### config.mk
export PLATFORM = sky130hd
export DESIGN_NAME = subleq_loader
export DESIGN_NICKNAME = d
export VERILOG_FILES = /design/src/rtl/subleq_loader.sv
export SDC_FILE = /design/constraint.sdc
export NUM_CORES = 1
export LEC_CHECK = 0
export ABC_AREA = 1
export CAP_MARGIN = 20
export CORE_ASPECT_RATIO = 0.5
export CORE_UTILIZATION = 32
export DETAILED_ROUTE_END_ITERATION = 7
export HOLD_SLACK_MARGIN = 0.15
export PLACE_DENSITY = 0.54
export RECOVER_POWER = 25
export SYNTH_ARGS = -nofsm -noshare
export SYNTH_HDL_FRONTEND = slang
export SYNTH_SLANG_ARGS = --single-unit
### constraint.sdc
create_clock -name iClock -period 3.2 [get_ports iClock]
set_clock_uncertainty 0.05 [all_clocks]
set_input_delay 0.32 -clock iClock [delete_from_list [all_inputs] [get_ports iClock]]
set_output_delay 0.32 -clock iClock [all_outputs]
set_load 0.01 [all_outputs]
### src/rtl/subleq_loader.sv
// Boot loader for the SUBLEQ word memory: takes a little-endian length header and
// that many little-endian words from a byte stream, writes them from address 0, then releases the CPU.
module subleq_loader (
    input  logic        iClock,
    input  logic        iReset,
    input  logic [7:0]  iData,
    input  logic        iValid,
    output logic        oReady,
    output logic [12:0] oAddress,
    output logic [31:0] oData,
    output logic        oWren,
    output logic        oCpuReset,
    output logic        oDone,
    output logic        oError
);

    typedef enum logic [2:0] {
        HEADER,
        LOAD,
        WRITE,
        DONE,
        ERROR
    } state_t;

    localparam logic [31:0] MEM_DEPTH = 32'd8192;

    state_t      state;
    state_t      next_state;
    logic [1:0]  byte_index;
    logic [31:0] shift_reg;
    logic [31:0] word_count;
    logic [13:0] words_written;
    logic [13:0] written_next;
    logic [12:0] last_address;
    logic [31:0] last_data;
    logic [31:0] header_value;
    logic        accept;
    logic        last_byte;

    assign accept       = iValid && oReady;
    assign last_byte    = (byte_index == 2'd3);
    assign header_value = {iData, word_count[23:0]};
    assign written_next = words_written + 14'd1;

    always_ff @(posedge iClock) begin
        if (iReset) begin
            state <= HEADER;
        end else begin
            state <= next_state;
        end
    end

    always_comb begin
        next_state = state;
        case (state)
            HEADER: begin
                if (accept && last_byte) begin
                    if (header_value > MEM_DEPTH) begin
                        next_state = ERROR;
                    end else if (header_value == 32'd0) begin
                        next_state = DONE;
                    end else begin
                        next_state = LOAD;
                    end
                end
            end
            LOAD: begin
                if (accept && last_byte) begin
                    next_state = WRITE;
                end
            end
            WRITE: begin
                if ({18'd0, written_next} == word_count) begin
                    next_state = DONE;
                end else begin
                    next_state = LOAD;
                end
            end
            DONE:    next_state = DONE;
            ERROR:   next_state = ERROR;
            default: next_state = HEADER;
        endcase
    end

    // The byte index wraps naturally after the 4th byte, so every header and word starts at byte 0.
    always_ff @(posedge iClock) begin
        if (iReset) begin
            byte_index    <= 2'd0;
            shift_reg     <= 32'd0;
            word_count    <= 32'd0;
            words_written <= 14'd0;
            last_address  <= 13'd0;
            last_data     <= 32'd0;
        end else begin
            case (state)
                HEADER: begin
                    if (accept) begin
                        word_count[{byte_index, 3'b000} +: 8] <= iData;
                        byte_index <= byte_index + 2'd1;
                    end
                end
                LOAD: begin
                    if (accept) begin
                        shift_reg[{byte_index, 3'b000} +: 8] <= iData;
                        byte_index <= byte_index + 2'd1;
                    end
                end
                WRITE: begin
                    words_written <= written_next;
                    last_address  <= words_written[12:0];
                    last_data     <= shift_reg;
                end
                default: begin
                end
            endcase
        end
    end

    // Outside WRITE the memory port shows the last word written, keeping waveforms readable.
    assign oReady    = (state == HEADER) || (state == LOAD);
    assign oWren     = (state == WRITE);
    assign oAddress  = oWren ? words_written[12:0] : last_address;
    assign oData     = oWren ? shift_reg : last_data;
    assign oCpuReset = (state != DONE);
    assign oDone     = (state == DONE);
    assign oError    = (state == ERROR);

endmodule

# Yosys cells after proc, flatten, opt, wreduce, memory -nomap -nowiden
# Index checks and enable logic that the tools add are counted.
[totals]
out_inout_bits = 50
register_bits = 128
wordCells = 42
inputBits = 11
[classes]
n_lt_le_gt_ge = 1
shifts = 2
reduce_logical = 10
n_mux = 10
n_addsub = 3
n_eq_ne = 9
[ops]
columns = ["operator", "count"]
rows = [
  ["$bwmux 32", 2],
  ["$eq 14x32->1", 1],
  ["$gt 32x14->1 const B", 1],
  ["$logic_not 32->1", 1],
  ["$mux 32", 1],
  ["$shift 8x7->32 const A", 1],
  ["$shiftx 8x7->32", 1],
  ["$pmux 3 s5", 1],
  ["$add 14x1->14 const B", 1],
  ["$mux 13", 1],
  ["$mux 3", 3],
  ["$reduce_and 2->1", 4],
  ["$neg 5->7", 1],
  ["$eq 3x2->1 const B", 2],
  ["$mux 2", 2],
  ["$ne 2x2->1 const B", 2],
  ["$eq 3x1->1 const B", 1],
  ["$eq 3x3->1 const B", 1],
  ["$logic_not 3->1", 1],
  ["$ne 3x2->1 const B", 1],
  ["$add 2x1->2 const B", 1],
  ["$eq 2x2->1 const B", 1],
  ["$logic_and 1x1->1", 2],
  ["$reduce_or 2->1", 1],
  ["$logic_or 1x1->1", 1],
]

# Longest topological paths before layout
[depth]
word_depth = 6
ltp_mapped = 13

# Worst setup path before layout
# OpenSTA, ideal clock, no wires.
[synth_timing]
path_type = "reg2reg"
start = "register byte_index[0]"
end = "register shift_reg[21]"
setup_slack_ps = 961
arrival_ps = 2070
stages_incl_launch_ff = 12
required_time_ps = 3031
n_path_buf = 3
setup_ps = 119
cell_sequence = "dfxtp_1 clkbuf_1 clkbuf_1 inv_1 ha_1 inv_1 nor2_1 inv_1 clkbuf_1 nor3_1 o21ai_0 a21oi_1"
[synth_between]
elab_chain_cells = 3
elab_cells_between_ends = 4
[synth_rtl]
columns = ["element", "line", "rtl"]
rows = [
  ["start: declaration", "29", "logic [1:0] byte_index;"],
  ["start signal: assignment", "99", "byte_index <= byte_index + 2'd1;"],
  ["start signal: assignment", "105", "byte_index <= byte_index + 2'd1;"],
  ["$neg 5->7 (*)", "104", "shift_reg[{byte_index, 3'b000} +: 8] <= iData;"],
  ["$shiftx 8x7->32 / $shift 8x7->32 (equally long branches)", "104", ""],
  ["$bwmux 32 (*)", "104", ""],
  ["end signal: indexed assignment", "104", ""],
  ["end: declaration", "30", "logic [31:0] shift_reg;"],
]
# Mark *: on every way between the ends. The rest lies on a longest branch, timed or not.
# A chain may end at the register's enable or synchronous reset.

# Final worst setup path
[layout_timing]
start = "register state[2]"
end = "output port oData[15]"
[layout_between]
elab_chain_cells = 2
[layout_rtl]
columns = ["element", "line", "rtl"]
rows = [
  ["start: declaration", "27", "state_t state;"],
  ["start signal: assignment", "49", "state <= next_state;"],
  ["$eq 3x2->1", "121", "assign oWren = (state == WRITE);"],
  ["$mux 32", "123", "assign oData = oWren ? shift_reg : last_data;"],
  ["end: declaration", "10", "output logic [31:0] oData,"],
]
# Every way passes these cells.

==> qor.log <==
qor: power.vdd_drop_max 0.0004036 V
qor: synth.yosys_warnings 0
qor: place.dp_hpwl 11270 um
qor: power.static-leakage-power 2.956 nW
qor: cts.cts_resized 0
qor: timing.holdWs 0.3978 ns
qor: synth.ys_dominant_reg_cell dfxtp_1
qor: place.pre_cts_slack 0.7110 ns
qor: power.p_seq_frac 0.415
qor: power.internal-power 2.983 mW
qor: grt.antenna_violations_before_repair 0
qor: timing.final.setup.tns 0 ns
qor: cts.postCtsSetupBuffers 0
qor: setup_path.setup.worst_path.class reg -> out
qor: setup_path.rr_worst_depth 10
qor: cells_and_area.final_cell_count_no_fill 1183
qor: setup_path.path_cells inv_1 -> nand2_2 -> nor2_4 -> buf_4 -> or2_2 -> inv_1 -> a21oi_1 -> clkdlybuf4s50_1
qor: timing.timing.final.hold_violations 0
qor: cells_and_area.final_core_util 0.4033
qor: drt.vias 5482
qor: place.post_dp_cell_area 7012 sq um
qor: setup_path.timing.critical_path.from_type flop
qor: min_path.hp-class reg -> reg
qor: grt.grt.overflow.total 0
qor: power.p_clk_frac 0.521
qor: place.place.gp.congestion 0.9201
qor: synth.synth_most_common_cell inv_1
qor: cts.cts_tree yes
qor: setup_path.worstSetupEndpointType primary output
qor: setup_path.critical-path-top-cell-by-count inv_1
qor: power.p_comb_frac 0.064
qor: timing.max_slew.worst_pin.slew 1.016 ns
qor: place.dp_cells 1151
qor: synth.synthCells 869
qor: setup_path.crit-reg2reg-capture word_count[10]
qor: grt.first_global_vias 5114
qor: die.floorplan.initialDensity 0.3346
qor: drt.drt_first_iter_violations 238
qor: synth.ys_seq_area_frac 0.4068
qor: drt.wirelength_routed 15730 um
qor: synth.synth.net_count 885
qor: cts.cts_hold_buffers 0
qor: power.sw_frac_of_total 0.2418
qor: timing.setup_viol 0
qor: timing.maxSlewViolCount 0
qor: outcome.status complete, no violations
qor: cts.cts_inserted_buffers 17
qor: setup_path.critPathArrivalTime 2.56 ns
qor: timing.max_freq 340.9 MHz
qor: setup_path.timing.rr.start state[0]
qor: setup_path.startpoint state[2]
qor: power.design_power_total 3.935 mW
qor: setup_path.critPathRequiredTime 2.83 ns
qor: synth.synth.largest_area_cell dfxtp_1
qor: timing.timing.final.ws_setup 0.2669 ns
qor: setup_path.timing.reg2reg.setup_slack 0.52 ns
qor: cells_and_area.n_antenna_cell 0
qor: cts.cts_num_sinks 128
qor: synth.yosys_register_bits 128
qor: cts.clock_tree.htree_level_count 4
qor: cells_and_area.post_route_cells_drive_above_1_share 0.1190
qor: timing.grt_setup_unrepaired false
qor: die.floorplan.io_pins 61
qor: die.die-width 200.4 um
qor: timing.period_minus_slack 2.933 ns
qor: synth.synth_cell_types 32
qor: synth.synth_edf_count 0
qor: power.switching_power 0.9515 mW
qor: setup_path.critical_path.max_fanout 62
qor: cells_and_area.layout.nets 927
qor: setup_path.crit_path_top_delay_cell clkdlybuf4s50_1
qor: cts.worst_skew_pair_latency 0.43 ns
qor: grt.grt_usage 0.1622
qor: synth.netlist_top_cells_count inv_1 (147), dfxtp_1 (128), a21oi_1 (121), nand2_1 (117), nor2_1 (60)
qor: die.die-area 20290 sq um
qor: die.num_rows 35
qor: synth.netlist_top_cells_area dfxtp_1 (41%), a21oi_1 (9.6%), inv_1 (8.8%)
qor: synth.yosysTopAreaCellShare 0.4068
qor: drt.route.detailed.drc 0
qor: drt.antenna_violating_nets_post_route 0
qor: timing.worst_slew_margin_rel 0.3203
qor: grt.grt_first_pass_wirelength 25870 um
qor: synth.synthesis.area_per_instance 7.249 sq um
qor: drt.tritonroute_pass_1_iters 5
qor: die.die_y 101.2 um
qor: cells_and_area.cell_area_after_layout 7594 sq um
qor: die.fp.coreArea 18830 sq um
qor: grt.grt_start_max_net_pins 87
qor: timing.min_period_over_period 0.9166
qor: setup_path.crit_path_max_cell_delay 0.55 ns
qor: cts.cts-root-buf clkbuf_16
qor: cells_and_area.synthToLayoutAreaGrowth 20.54%
qor: cts.clkSlewWorstSetupHoldPaths 0.05 ns
qor: power.power_density 518.2 nW/um^2
qor: drt.vias_cell 4.634
qor: setup_path.endpoint oData[15]
qor: synth.syn_area 6300 sq um
qor: cts.clock_path_buffers 2
qor: place.placement.io_buffers 60
qor: job.max_cap_violations 0
qor: synth.async_flop_share 0
qor: drt.route.detailed.wl_per_inst 13.29 um
## kinds of logic after synthesis
logic type      share of synthesized area
buf+inv                            0.1372
fa+ha+maj                        0.009930
xor+xnor                         0.009930
compound gates                     0.2109
simple gates                       0.2252
flops                              0.4068
## routing by layer
metal / vias to the layer above / wire (um) / global-route usage
li1: 2888 / - / -
met3: 23 / 686 / 0.03250
met2: 94 / 6609 / 0.2535
met5: - / 0 / 0
met1: 2477 / 8155 / 0.2219
met4: 0 / 275 / 0.06283
## layout make-up
type / count / area (sq um)
fill: 1948 / 11240
multi-input combinational: 539 / 2828
sequential: 128 / 2562
timing repair buffer: 66 / 653.1
inverter: 159 / 599.3
clock buffer: 21 / 470.5
tap: 259 / 324.1
clock inverter: 11 / 156.4
## cell usage in the layout, fill, tap and decap left out, drive strengths merged
| cell | Yosys | routed |
|---|---|---|
| ha | 5 | 5 |
| a41oi | 1 | 1 |
| clkbuf | 22 | 21 |
| nand4 | 9 | 9 |
| a211oi | 52 | 52 |
| xnor3 | 2 | 2 |
| o211ai | 2 | 2 |
| buf | 21 | 7 |
| clkdlybuf4s50 | 0 | 58 |
| nand3 | 34 | 34 |
| bufinv | 0 | 3 |
| or2 | 45 | 45 |
| a21oi | 122 | 122 |
| o21ai | 56 | 56 |
| nor3 | 17 | 17 |
| nand2 | 120 | 120 |
| clkinvlp | 0 | 3 |
| xor2 | 2 | 2 |
| clkinv | 1 | 6 |
| nor2 | 72 | 72 |
| dlygate4sd3 | 0 | 1 |
| inv | 158 | 158 |
| dfxtp | 128 | 128 |
## power by group through the flow
stage                     Combinational, mW  Sequential (mW)  Clock (mW)
final                                 0.252             1.63        2.05
after global routing                  0.284             1.63        2.17
after CTS                             0.255             1.63        2.10
after detailed placement              0.253             1.67           0
after global placement                0.253             1.67           0
after floorplan                       0.181             1.66           0
## worst max-delay path, delay by kind of cell (launching register included)
family          cells  cell delay (ns)
simple gates        3             0.43
flops               1             0.37
buf+inv             4             1.18
compound gates      1             0.12
## how the worst min path moves through the flow
stage / start / end / slack (ns) / cells past startpoint
after detailed placement: word_count[20] / word_count[20] / 0.39 / 2
after CTS: word_count[20] / word_count[20] / 0.40 / 2
final: word_count[20] / word_count[20] / 0.40 / 2
after global placement: word_count[20] / word_count[20] / 0.39 / 2
after global routing: word_count[20] / word_count[20] / 0.42 / 2
after floorplan: word_count[16] / word_count[16] / 0.38 / 2
Note: power is estimated with default switching activity, not from simulation.
